--- src/rtl/pr_bridge_pkg.sv ---
// Shared definitions for the processor-bus bridge: FSM encoding, default
// device windows and interrupt-vector bit positions.
package pr_bridge_pkg;

  typedef enum logic [1:0] {
    S_IDLE   = 2'd0,
    S_ACCESS = 2'd1,
    S_DONE   = 2'd2
  } state_t;

  localparam logic [29:0] DEV0_BASE_DEF = 30'h1FC0;
  localparam logic [29:0] DEV1_BASE_DEF = 30'h1FC4;

  // Absolute bit positions inside HWInt[7:2].
  localparam int HWINT_DEV0 = 2;
  localparam int HWINT_DEV1 = 3;

endpackage

--- src/rtl/pr_addr_dec.sv ---
// Combinational window decode of a CPU word address; an all-zero byte
// enable never counts as a hit.
module pr_addr_dec
  import pr_bridge_pkg::*;
#(
  parameter logic [29:0] DEV0_BASE = DEV0_BASE_DEF,
  parameter logic [29:0] DEV1_BASE = DEV1_BASE_DEF,
  parameter int          DEV_WORDS = 4
) (
  input  logic [31:2] PrAddr,
  input  logic [3:0]  BE,
  output logic        hit0,
  output logic        hit1,
  output logic        miss
);

  localparam logic [29:0] WIN_MASK = ~30'(DEV_WORDS - 1);

  logic beAny;

  always_comb begin
    beAny = (BE != 4'b0000);
    hit0  = beAny && ((PrAddr & WIN_MASK) == DEV0_BASE);
    hit1  = beAny && ((PrAddr & WIN_MASK) == DEV1_BASE);
    miss  = !(hit0 || hit1);
  end

endmodule

--- src/rtl/pr_bridge.sv ---
// Processor-bus bridge: decodes CPU accesses onto two peripherals with a
// ready handshake and timeout, and registers the peripheral interrupts.
module pr_bridge
  import pr_bridge_pkg::*;
#(
  parameter logic [29:0] DEV0_BASE = DEV0_BASE_DEF,
  parameter logic [29:0] DEV1_BASE = DEV1_BASE_DEF,
  parameter int          DEV_WORDS = 4,
  parameter int          TIMEOUT   = 15
) (
  input  logic        clk,
  input  logic        rst,
  input  logic        PrReq,
  input  logic [31:2] PrAddr,
  input  logic        PrWe,
  input  logic [3:0]  BE,
  input  logic [31:0] PrDOut,
  output logic [31:0] PrDIn,
  output logic        PrRdy,
  output logic        PrErr,
  output logic [1:0]  DEV_Addr,
  output logic [31:0] DEV_WD,
  output logic [3:0]  DEV_BE,
  output logic        DEV_We,
  output logic        DEV0_Sel,
  output logic        DEV1_Sel,
  input  logic        DEV0_Rdy,
  input  logic        DEV1_Rdy,
  input  logic [31:0] DEV0_RD,
  input  logic [31:0] DEV1_RD,
  input  logic        DEV0_Irq,
  input  logic        DEV1_Irq,
  output logic [7:2]  HWInt,
  output logic [1:0]  dbgState
);

  localparam int CW = $clog2(TIMEOUT) + 1;

  // Handshake: PrReq with address/data is held until the one-cycle PrRdy
  // pulse; a selected device finishes by raising its Rdy while selected.
  state_t        state;
  logic [CW-1:0] cnt;
  logic          hit0, hit1, miss;
  logic          selRdy;
  logic [31:0]   selRd;

  pr_addr_dec #(
    .DEV0_BASE (DEV0_BASE),
    .DEV1_BASE (DEV1_BASE),
    .DEV_WORDS (DEV_WORDS)
  ) u_dec (
    .PrAddr (PrAddr),
    .BE     (BE),
    .hit0   (hit0),
    .hit1   (hit1),
    .miss   (miss)
  );

  always_comb begin
    selRdy = (DEV0_Sel && DEV0_Rdy) || (DEV1_Sel && DEV1_Rdy);
    selRd  = DEV0_Sel ? DEV0_RD : DEV1_RD;
  end

  assign dbgState = state;

  always_ff @(posedge clk or negedge rst) begin
    if (!rst) begin
      state    <= S_IDLE;
      cnt      <= '0;
      PrDIn    <= '0;
      PrRdy    <= 1'b0;
      PrErr    <= 1'b0;
      DEV_Addr <= '0;
      DEV_WD   <= '0;
      DEV_BE   <= '0;
      DEV_We   <= 1'b0;
      DEV0_Sel <= 1'b0;
      DEV1_Sel <= 1'b0;
      HWInt    <= '0;
    end else begin
      PrRdy             <= 1'b0;
      HWInt             <= '0;
      HWInt[HWINT_DEV0] <= DEV0_Irq;
      HWInt[HWINT_DEV1] <= DEV1_Irq;
      case (state)
        S_IDLE: begin
          if (PrReq) begin
            if (miss) begin
              PrErr <= 1'b1;
              PrDIn <= '0;
              PrRdy <= 1'b1;
              state <= S_DONE;
            end else begin
              DEV_Addr <= PrAddr[3:2];
              DEV_WD   <= PrDOut;
              DEV_BE   <= BE;
              DEV_We   <= PrWe;
              DEV0_Sel <= hit0;
              DEV1_Sel <= hit1;
              cnt      <= '0;
              state    <= S_ACCESS;
            end
          end
        end
        S_ACCESS: begin
          // Ready is checked before the timeout so a last-cycle Rdy succeeds.
          if (selRdy) begin
            PrDIn    <= DEV_We ? 32'h0 : selRd;
            PrErr    <= 1'b0;
            PrRdy    <= 1'b1;
            DEV0_Sel <= 1'b0;
            DEV1_Sel <= 1'b0;
            DEV_We   <= 1'b0;
            state    <= S_DONE;
          end else if (cnt == CW'(TIMEOUT - 1)) begin
            PrDIn    <= '0;
            PrErr    <= 1'b1;
            PrRdy    <= 1'b1;
            DEV0_Sel <= 1'b0;
            DEV1_Sel <= 1'b0;
            DEV_We   <= 1'b0;
            state    <= S_DONE;
          end else begin
            cnt <= cnt + 1'b1;
          end
        end
        S_DONE:  state <= S_IDLE;
        default: state <= S_IDLE;
      endcase
    end
  end

endmodule

--- config.mk ---
export PLATFORM = sky130hd
export DESIGN_NAME = pr_bridge
export DESIGN_NICKNAME = d
export VERILOG_FILES = /design/src/rtl/pr_bridge_pkg.sv /design/src/rtl/pr_addr_dec.sv /design/src/rtl/pr_bridge.sv
export SDC_FILE = /design/constraint.sdc
export NUM_CORES = 1
export LEC_CHECK = 0
export CORE_AREA = 3 3 84 86
export DETAILED_ROUTE_END_ITERATION = 7
export DIE_AREA = 0 0 87 89
export DONT_BUFFER_PORTS = 1
export PLACE_DENSITY = 0.72
export SYNTH_ARGS = -nofsm -noshare
export SYNTH_HDL_FRONTEND = slang
export SYNTH_SLANG_ARGS = --single-unit
--- constraint.sdc ---
create_clock -name clk -period 2.3 [get_ports clk]
set_input_delay 0.46 -clock clk [delete_from_list [all_inputs] [get_ports clk]]
set_output_delay 0.46 -clock clk [all_outputs]
set_load 0.05 [all_outputs]
# Yosys cells after proc, flatten, opt, wreduce, memory -nomap -nowiden
# Index checks and enable logic that the tools add are counted.
# word_totals
register_bits	84
in_bits	138
out_inout_bits	83
elab_cells	75
# op_classes
add_sub_neg	1
n_eq_ne	10
n_mux	38
reduce_logical	14
# op_table
cell	count
$mux 32	6
$pmux 32 s2	1
$eq 28x11->1 const B	2
$mux 5	4
$mux 1	16
$pmux 1 s2	5
$pmux 5 s2	1
$mux 2	4
$ne 2x2->1 const B	4
$reduce_and 4->1	2
$add 5x1->5 const B	1
$eq 5x4->1 const B	1
$reduce_and 5->1	1
$logic_and 1x1->1	4
$pmux 2 s2	1
$reduce_bool 4->1	1
$ne 3x3->1 const B	1
$reduce_and 3->1	1
$eq 2x1->1 const B	1
$logic_not 2->1	1
$logic_or 1x1->1	2
$ne 2x1->1 const B	1
$reduce_and 2->1	1
$reduce_bool 2->1	1

# Logic depth before layout (Yosys ltp)
# Gate-level depths: netlist of run 1.
# depth
ltp_word	6
ltp_mapped	7
mapped_depth_nobuf	6

# Modules after synthesis
# From an unflattened synthesis of run 1, not the netlist that was laid out.
# hier_totals
cells_unflattened	425
hier_area_um2	4081.4
# modules_own_cells
module	n_inst	cells_per_inst	area_per_inst_um2	seq_area_each_um2
pr_bridge	1	411	3990.1	2102.0
pr_addr_dec	1	14	91.3	0.0

# Worst setup path before layout of run 1
# No wires, ideal clock.
# synth_path
path_type	in2reg
from	in PrAddr[17] in the netlist's numbering
to	reg DEV_Addr[1]
setup_ns	0.127
t_arrival_ns	1.914
required_time_ns	2.173
setup_slack_ns	0.259
stages	5
path_buffers	1
path_cell_list	nor4_1 nand4_1 nor4_4 buf_6 mux2_1
# synth_via
elab_chain_cells	4
word_cells_on_any_way	6
classes_between	2 x eq/ne; 4 x reduce/logical
# synth_lines
item	line	text
start, declared	pr_bridge.sv:14	input logic [31:2] PrAddr,
$eq 28x11->1, on equally long branches	pr_addr_dec.sv:23, pr_addr_dec.sv:24	
$logic_and 1x1->1, on equally long branches	pr_addr_dec.sv:23, pr_addr_dec.sv:24	
$logic_or 1x1->1 *	pr_addr_dec.sv:25	miss = !(hit0 || hit1);
$reduce_and 3->1 (no line) *	n/a	
end signal, assigned	pr_bridge.sv:94	DEV_Addr <= PrAddr[3:2];
end, declared	pr_bridge.sv:21	output logic [1:0] DEV_Addr,
# Every way passes the cells marked *; elsewhere a longest branch is shown, timed or not.
# A chain may end at the register's enable or synchronous reset.

# Worst setup path after layout of run 1
# layout_path
from	reg cnt[0]
to	reg PrDIn[27]
# layout_via
elab_chain_cells	3
# layout_lines
item	line	text
start, declared	pr_bridge.sv:42	logic [CW-1:0] cnt;
start signal, assigned	pr_bridge.sv:124	cnt <= cnt + 1'b1;
$eq 5x4->1	pr_bridge.sv:115	end else if (cnt == CW'(TIMEOUT - 1)) begin
$ne 3x3->1 (no line)	n/a	
$reduce_and 4->1 (no line)	n/a	
end signal, assigned	pr_bridge.sv:108	PrDIn <= DEV_We ? 32'h0 : selRd;
end, declared	pr_bridge.sv:18	output logic [31:0] PrDIn,
# Every way passes these cells.

==> run_results.csv, run 1 <==
group,metric,value,unit
synth,synth_cells,308,
critical_path,endpoint,"PrDIn[27]",
layout,num-nets-final,451,
layout,fin_area,0.00405,mm^2
global_routing,grt_pass1_wl,12200,um
critical_path,r2r_end,"PrDIn[27]",
layout,fin_cells,393,
clock_tree,root_buffer,"clkbuf_8",
hold_path,hold_path.class,"in2async",
floorplan,core_area,0.00635,mm^2
global_routing,antenna_found_initial,0,
critical_path,startpoint,"cnt[0]",
clock_tree,cts.sinks,84,
timing,slew_viol_final,0,
synth,syn_area_per_cell,12.2,um^2
clock_tree,postCtsSetupBuffers,0,
clock_tree,path_clk_slew,80,ps
timing,clock_skew,8.48,ps
placement,dp_slack,189,ps
timing,relSlewSlack,0.628,
pwr,p_per_area,607,mW/mm^2
placement,dp.cells,377,
pwr,power_frac_seq,0.607,
global_routing,grt-ovfl-total,0,
critical_path,path_class,"reg2reg",
layout,post-route-util,0.638,
layout,layout-drive-gt1-share,0.104,
routing,vias,2472,
timing,fin_crit_sh,0.787,
routing,initialDrtViolationCount,93,
global_routing,track_usage,0.205,
global_routing,grt_max_degree,85,
pwr,swShare,0.229,
timing,setup_ws,490,ps
routing,ant_nets,0,
clock_tree,cts_tree,"done",
critical_path,required,2550,ps
clock_tree,clk_latency,340,ps
run_status,violations,"hold timing",
flow_run,cap_violations,0,
critical_path,regToRegSetupSlack,490,ps
timing,rsz0062_at_grt,"false",
clock_tree,cts_buffer_depth,2,
pwr,p_leak,0.00183,uW
synth,syn_area,0.00377,mm^2
placement,gp_congestion,0.876,
clock_tree,cts_resized,0,
synth,yosys_warnings,0,
pwr,ir_drop,0.575,mV
critical_path,r2r_cells,7,
run_status,outcome,"finished with violations",
synth,synth_edf_count,0,
synth,synth-seq-cells,84,
layout,area_growth,7.57,%
floorplan,rows,29,
synth,synth_top_area_frac,0.558,
pwr,switching_power,563,uW
placement,dp.final_hpwl,6180,um
routing,post_drt_wl_per_cell,21.2,um
timing,period_minus_slack,1810,ps
global_routing,grt_pass1_vias,2445,
timing,fmax,552,MHz
floorplan,start_util,0.593,
layout,diodes,0,
routing,wirelength,8340,um
placement,port-buffer-count,0,
critical_path,crit_path_start_kind,"flop",
routing,vias_per_cell,6.29,
critical_path,cp-end-kind,"flop",
synth,synth-main-ff-cell,"dfrtp_1",
pwr,clock_power_share,0.364,
clock_tree,htreeDepth,3,
synth,synth_area_leader_cell,"dfrtp_1",
pwr,comb_power_share,0.030,
pwr,internal-power,1900,uW
synth,synthDistinctLibCells,44,
floorplan,io_pins,221,
floorplan,die-area,0.00774,mm^2
timing,setup_viol_count_final,0,
timing,finalHoldViolCount,84,
synth,seq_area_frac_synth,0.558,
routing,firstDrtPassIters,4,
floorplan,die_h,89,um
timing,finalSetupTns,0,ps
placement,placed_area,0.00389,mm^2
floorplan,die_width,87,um
critical_path,cp.arrival,2060,ps
timing,tightest_slew,558,ps
synth,synth-async-reset-ratio,1.00,
layout,nFillCells,502,
critical_path,cp_max_fo,32,
critical_path,reg2reg_from,"cnt[0]",
clock_tree,cts_made_buffers,9,
timing,whs,-197,ps
routing,drc,0,
synth,synthTopCellsByArea,"dfrtp_1 (56%), mux2_1 (11%), mux2i_1 (8.8%), o22ai_1 (5.3%), nand2_1 (3.8%)",
[logic make-up (layout without fill, tap and decap cells)]
group                    Yosys count  after routing  synth area share
adder cells (fa/ha/maj)            2              2           0.00664
AO/OA/AOI/OAI                     55             55            0.0979
AND/OR/NAND/NOR                   67             67            0.0940
multiplexers                      71             71             0.201
other                              1              4          0.000995
buffers and inverters             28             33            0.0415
flip-flops                        84             84             0.558
[critical path, stage by stage, from the launching register on]
cell	delay [ps]
dfrtp_1	440
inv_1	80
ha_1	210
and4b_1	220
o21ai_2	270
buf_12	230
nand2_1	70
o22ai_1	190
[how the worst min path moves through the flow]
stage	startpoint	depth (start not counted)	slack (ps)	to
finish	rst	0	-200	DEV_WD[24]
global route	rst	0	-220	DEV_WD[17]
CTS	rst	0	-210	DEV_WD[24]
detailed placement	rst	0	170	DEV_WD[24]
global placement	rst	0	170	DEV_WD[17]
floorplan	rst	0	160	DEV0_Sel
[placed cells by master, fill, tap and decap left out, types with 2 or more instances in the layout]
cell	count
dfrtp_1	83
mux2_1	38
nand2_1	38
mux2i_1	33
o22ai_1	32
buf_4	10
clkbuf_8	9
nor4_1	4
nand3_1	4
conb_1	4
buf_12	4
nor3_1	3
o21ai_0	3
inv_1	3
clkbuf_1	3
clkinvlp_4	3
nand2b_1	2
a21oi_1	2
nand4_1	2
o21a_1	2
or2_2	2
or3_1	2
o31a_1	2
o31ai_1	2
o211ai_1	2
o2bb2ai_1	2
ha_1	2
[cell type report]
class | count | area [um^2] | share of cell area
Multi-Input combinational cell | 199 | 1530 | 0.376
Sequential cell | 84 | 2100 | 0.519
Clock inverter | 4 | 27.5 | 0.00679
Timing Repair Buffer | 14 | 155 | 0.0383
Inverter | 3 | 11.3 | 0.00278
Tap cell | 77 | 96.3 | 0.0238
Clock buffer | 12 | 135 | 0.0333
[synth_stat cells (2+ instances only)]
cell,instances
o211ai_1,2
or3_1,2
o21a_1,2
dfrtp_1,84
o21ai_0,3
nand3_1,4
clkbuf_1,12
buf_2,5
o31a_1,2
a21oi_1,2
ha_1,2
nand2b_1,2
o2bb2ai_1,2
or2_2,2
buf_4,4
o22ai_1,32
nand2_1,38
inv_1,3
mux2i_1,33
nor4_1,4
nand4_1,2
o31ai_1,2
mux2_1,38
buf_6,4
nor3_1,3
[routing by layer]
metal / part of all wire / up-vias / global-route usage
met5: 0 / - / 0
li1: - / 1121 / -
met2: 0.53 / 116 / 0.337
met4: 0.0072 / 0 / 0.0751
met3: 0.087 / 4 / 0.0673
met1: 0.38 / 1231 / 0.255
[per-stage QoR]
step           hold WS (ps)  power [uW]
3_3_place_gp            166        1600
5_1_grt                -218        2550
2_1_floorplan           164        1590
3_5_place_dp            166        1600
6_report               -197        2460
4_1_cts                -212        2490
[registers in the layout, summed over array words and instances (netlist names)]
name      cells
PrRdy         1
DEV_WD       32
dbgState      2
DEV_Addr      2
cnt           5
DEV0_Sel      1
PrDIn        32
DEV1_Sel      1
DEV_We        1
DEV_BE        4
HWInt         2
PrErr         1
[power groups by stage]
stage	sequential (uW)	clock (uW)	combinational (uW)
final	1490	896	72.6
after global routing	1490	977	78.6
after CTS	1490	919	73.3
after detailed placement	1520	0	73.3
after global placement	1520	0	73.2
after floorplan	1530	0	60.9
No activity file was read; power rests on OpenSTA's default activity.
==> inputs of run 2 (changes only) <==
CORE_AREA = 3 3 86 88   (was 3 3 84 86)
DIE_AREA = 0 0 89 91   (was 0 0 87 89)
clock period = 1.6 ns   (was 2.3 ns; I/O delays follow)
==> run 2 against run 1 <==
  * Worst setup slack got worse by 570 ps
  * Sequential share of layout area fell by 8.6 points
  * First-iteration DRC count rose by 46%
  * Highest routed layer unchanged
  * Critical endpoint is now DEV_WD[17]
  * The run ends with hold timing, setup timing left
  * Utilization rose by 8.7 points
  * Clock skew barely moved
  * Largest power group unchanged
==> run_results.csv, run 2 (same netlist as run 1, synthesis figures left out) <==
group,metric,value,unit
global_routing,antenna_found_initial,0,
timing,tightest_slew,578,ps
global_routing,track_usage,0.221,
layout,layout_common_cells,"dfrtp_1 (80), mux2_1 (36), mux2i_1 (33), nand2_1 (22), buf_4 (22)",
critical_path,slowest_stage,"dfrtp_2",
clock_tree,clk_latency,350,ps
run_status,outcome,"finished with violations",
timing,rsz0062_at_grt,"true",
layout,diodes,0,
placement,gp_congestion,0.856,
layout,layout-drive-gt1-share,0.336,
pwr,p_per_area,801,mW/mm^2
placement,port-buffer-count,0,
critical_path,crit_path_start_kind,"flop",
floorplan,rows,30,
layout,multiInputGateArea,0.00190,mm^2
global_routing,grt_pass1_vias,2670,
timing,whs,-345,ps
run_status,violations,"hold timing, setup timing",
pwr,p_leak,0.00216,uW
clock_tree,htreeDepth,3,
critical_path,crit_path_max_incr_delay,410,ps
pwr,ir_drop,0.762,mV
critical_path,reg2reg_from,"dbgState[1]",
clock_tree,cts_tree,"done",
critical_path,crit_family,"simple AND/OR/NAND/NOR gates",
timing,fin_crit_sh,1.05,
timing,slew_viol_final,0,
layout,top_regs,"DEV_WD x32, PrDIn x32, cnt x5",
floorplan,die_width,89,um
layout,post-route-util,0.725,
global_routing,grt_max_degree,85,
critical_path,cp-end-kind,"flop",
layout,fin_area,0.00487,mm^2
routing,wirelength,10300,um
timing,fmax,595,MHz
layout,layout_commonest_cell,"dfrtp_1",
critical_path,cp.arrival,1900,ps
hold_path,hold_path.class,"in2async",
floorplan,die-area,0.00810,mm^2
floorplan,die_h,91,um
flow_run,cap_violations,0,
timing,period_minus_slack,1680,ps
clock_tree,cts_buffer_depth,2,
critical_path,cp_max_fo,10,
global_routing,grt_pass1_wl,13600,um
routing,vias_per_cell,6.27,
routing,drc,0,
clock_tree,path_clk_slew,90,ps
clock_tree,ctsHoldBuffers,2,
timing,finalHoldViolCount,84,
critical_path,crit_path_cell_trace,"nand2b_4 -> nor4_4 -> buf_4 -> buf_12 -> mux2_1",
critical_path,startpoint,"dbgState[1]",
layout,seqCellArea,0.00211,mm^2
layout,area_growth,29.3,%
global_routing,grt-ovfl-total,0,
layout,nFillCells,453,
floorplan,io_pins,221,
floorplan,core_area,0.00672,mm^2
critical_path,cp.buffers_inverters,2,
routing,ant_nets,0,
routing,initialDrtViolationCount,136,
floorplan,start_util,0.561,
timing,clock_skew,8.23,ps
routing,firstDrtPassIters,4,
clock_tree,cts.sinks,84,
timing,setup_viol_count_final,61,
placement,placed_area,0.00404,mm^2
placement,dp.final_hpwl,6470,um
critical_path,path_class,"reg2reg",
clock_tree,cts_made_buffers,9,
layout,num-nets-final,477,
timing,setup_ws,-81.2,ps
routing,vias,2644,
routing,post_drt_wl_per_cell,24.5,um
timing,relSlewSlack,0.615,
clock_tree,root_buffer,"clkbuf_8",
critical_path,required,1820,ps
[run 2: report_power, final]
group	switching (uW)	internal [uW]	total [uW]
Sequential	18.7	2130	2150
Clock	768	817	1580
Combinational	91.5	80.8	172
Total	878	3020	3900
[run 2: worst paths after layout]
path	end	cells after the start	slack (ps)
max	DEV_WD[17]	5	-80
min	PrDIn[12]	0	-340
max reg2reg	DEV_WD[17]	5	-80
min reg2reg	DEV1_Sel	2	610
max in group asynchronous	dbgState[0]	0	1800
min in group clk	DEV_WD[27]	1	100
[run 2: metal layers]
layer	global-route usage	wire length (um)	vias up
li1	-	-	1184
met1	0.250	3720	1297
met2	0.392	5440	147
met3	0.0608	986	16
met4	0.0744	192	0
met5	0	0	-
[run 2: cell type report]
| cell class | instances | area share |
|---|---|---|
| clock inverters | 4 | 0.0113 |
| inverters | 3 | 0.00231 |
| flip-flops and latches | 84 | 0.432 |
| well taps | 80 | 0.0205 |
| repair buffers | 40 | 0.112 |
| clock buffers | 12 | 0.0318 |
| multi-input cells | 199 | 0.390 |
[run 2: repair_timing]
action                                  in CTS  in global routing
cloned                                       3                  7
hold endpoints to repair                    86                 84
gates resized for setup                     11                 59
endpoints found under the setup margin      46                 80
pin swaps                                    2                 35
buffers inserted                             3                  3
[run 2: stage by stage]
stage / setup slack [ps] / std cells / setup TNS [ps] / total power (uW)
3_3_place_gp: -311 / 389 / -22680 / 2300
6_report: -81.2 / 422 / -2500 / 3900
3_5_place_dp: -361 / 389 / -25370 / 2310
4_1_cts: -35.6 / 413 / -414 / 3870
2_1_floorplan: -288 / 311 / -12280 / 2300
5_1_grt: -136 / 422 / -5790 / 4030
==> inputs of run 3 (changes only) <==
ABC_AREA = 1   (was default)
CORE_AREA = 3 3 90 92   (was 3 3 86 88)
DIE_AREA = 0 0 93 95   (was 0 0 89 91)
SKIP_CTS_REPAIR_TIMING = 1   (was default)
==> run 3 against run 2 <==
  * The run ends with hold timing left
  * Maximum frequency grew 8.6%
  * Flip-flop and latch count stayed put
  * Worst hold slack better by 3.9 ps
  * Count of clock-buffer cells in the layout down 3
  * Synthesized cell count rose by 65%
  * Area after synthesis is 10% higher
  * Largest cell class unchanged
  * Die area grew 9.1%
==> run_results.csv, run 3 <==
group,metric,value,unit
synth,syn_area,0.00415,mm^2
layout,top_regs,"DEV_WD x32, PrDIn x32, cnt x5",
layout,layout_commonest_cell,"nand2_1",
layout,multiInputGateArea,0.00179,mm^2
routing,drc,0,
critical_path,cp_max_fo,34,
timing,relSlewSlack,0.644,
critical_path,reg2reg_from,"cnt[0]",
layout,diodes,0,
placement,placed_area,0.00434,mm^2
layout,area_growth,10.6,%
clock_tree,cts_made_buffers,9,
clock_tree,cts_buffer_depth,2,
routing,ant_nets,0,
synth,synth_most_common_cell,"nand2_1",
routing,vias,3410,
synth,synthTopCellsByArea,"dfrtp_1 (51%), nand2_1 (12%), nand3_1 (9.9%), o211ai_1 (4.3%), nor2_1 (3.6%)",
timing,clock_skew,14.4,ps
placement,port-buffer-count,0,
synth,synthDistinctLibCells,24,
clock_tree,clk_latency,350,ps
critical_path,crit_path_start_kind,"flop",
layout,layout-drive-gt1-share,0.193,
pwr,p_leak,0.00239,uW
timing,fmax,646,MHz
layout,seqCellArea,0.00211,mm^2
synth,syn_area_per_cell,8.18,um^2
floorplan,start_util,0.569,
synth,synth_area_leader_cell,"dfrtp_1",
run_status,outcome,"finished with violations",
timing,fin_crit_sh,0.967,
routing,vias_per_cell,5.48,
floorplan,die_h,95,um
synth,synth-async-reset-ratio,1.00,
routing,initialDrtViolationCount,138,
pwr,ir_drop,0.438,mV
synth,seq_area_frac_synth,0.507,
synth,synth_edf_count,0,
synth,synth-seq-cells,84,
synth,netlist_top_cells_count,"nand2_1 (138), dfrtp_1 (84), nand3_1 (82)",
hold_path,hold_path.class,"in2async",
routing,firstDrtPassIters,5,
pwr,p_per_area,803,mW/mm^2
clock_tree,htreeDepth,3,
clock_tree,cts.sinks,84,
critical_path,cp.arrival,1830,ps
layout,fin_area,0.00459,mm^2
global_routing,track_usage,0.229,
timing,whs,-341,ps
synth,synth_top_area_frac,0.507,
layout,num-nets-final,658,
flow_run,cap_violations,0,
timing,setup_viol_count_final,0,
timing,rsz0062_at_grt,"true",
layout,layout_common_cells,"nand2_1 (138), dfrtp_1 (80), nand3_1 (80), nor2_1 (40), o211ai_1 (24)",
synth,synth-main-ff-cell,"dfrtp_1",
global_routing,grt-ovfl-total,0,
synth,yosys_warnings,0,
floorplan,die-area,0.00884,mm^2
global_routing,grt_pass1_vias,3256,
timing,finalHoldViolCount,84,
placement,gp_congestion,0.857,
timing,slew_viol_final,0,
floorplan,core_area,0.00729,mm^2
placement,dp.final_hpwl,7750,um
critical_path,path_class,"reg2reg",
routing,wirelength,10300,um
clock_tree,root_buffer,"clkbuf_8",
critical_path,required,1880,ps
routing,post_drt_wl_per_cell,16.5,um
timing,tightest_slew,534,ps
clock_tree,path_clk_slew,100,ps
global_routing,antenna_found_initial,0,
critical_path,startpoint,"cnt[0]",
floorplan,die_width,93,um
floorplan,rows,31,
global_routing,grt_pass1_wl,15800,um
synth,synth_cells,507,
critical_path,cp-end-kind,"flop",
global_routing,grt_max_degree,85,
layout,nFillCells,620,
clock_tree,cts_tree,"done",
timing,period_minus_slack,1550,ps
run_status,violations,"hold timing",
floorplan,io_pins,221,
pwr,power.total,3680,uW
run 3: changes by cell type in the layout (fill, tap and decap cells not counted), sizes merged, moves of 32 or more:
cell / delta
o22ai: -32
nand3: +78
nand2: +113
nor2: +45
mux2: -38
mux2i: -33
run 3: layout make-up:
class	instances	share of cell area
well taps	99	0.0270
repair buffers	29	0.0595
inverters	29	0.0248
multi-input cells	365	0.390
flip-flops and latches	84	0.459
clock inverters	7	0.0128
clock buffers	9	0.0270
run 3: power by group:
part / switching [uW] / leakage, uW / internal, uW
clock network: 795 / 0.0000921 / 588
logic: 109 / 0.00114 / 44.9
registers: 19.7 / 0.00116 / 2130
total: 923 / 0.00239 / 2760
run 3: cells by family after synthesis:
logic type | after synthesis | synth area share
buf+inv | 61 | 0.0721
fa+ha+maj | 2 | 0.00603
compound gates | 48 | 0.0733
xor+xnor | 1 | 0.00211
simple gates | 310 | 0.339
flops | 84 | 0.507
other cells | 1 | 0.000904
run 3: path summary, 6_finish.rpt:
path / end / slack (ps) / cells after the start
max: PrErr / 50 / 9
max in group asynchronous: DEV_BE[0] / 1800 / 0
max reg2reg: PrErr / 50 / 9
min reg2reg: cnt[4] / 530 / 2
min: PrDIn[14] / -340 / 0
min in group clk: DEV_WD[15] / 110 / 2
run 3: worst max-delay path: stages (launching register included):
cell and delay [ps]:
dfrtp_1 380, inv_1 80, ha_1 150, nand4_1 120, buf_4 180, a21oi_4 170
inv_6 130, nand2_1 130, nor2_1 50, nor2_1 100
run 3: stage by stage:
| stage | setup TNS, ps | instances | util | hold WS, ps | setup slack, ps |
|---|---|---|---|---|---|
| 5_1_grt | -199 | 622 | 0.629 | -378 | -66.0 |
| 3_5_place_dp | -125 | 603 | 0.596 | 26.3 | -98.1 |
| 3_3_place_gp | -18.5 | 603 | 0.596 | 26.7 | -18.5 |
| 4_1_cts | -121 | 619 | 0.621 | -364 | -94.8 |
| 2_1_floorplan | 0 | 510 | - | 24.4 | 4.20 |
| 6_report | 0 | 622 | 0.629 | -341 | 52.2 |
run 3: routing by layer:
| layer | share of wire | global-route usage | wire, um |
|---|---|---|---|
| met3 | 0.11 | 0.0733 | 1100 |
| met4 | 0.012 | 0.0708 | 120 |
| met2 | 0.51 | 0.406 | 5230 |
| met5 | 0 | 0 | 0 |
| met1 | 0.37 | 0.264 | 3810 |
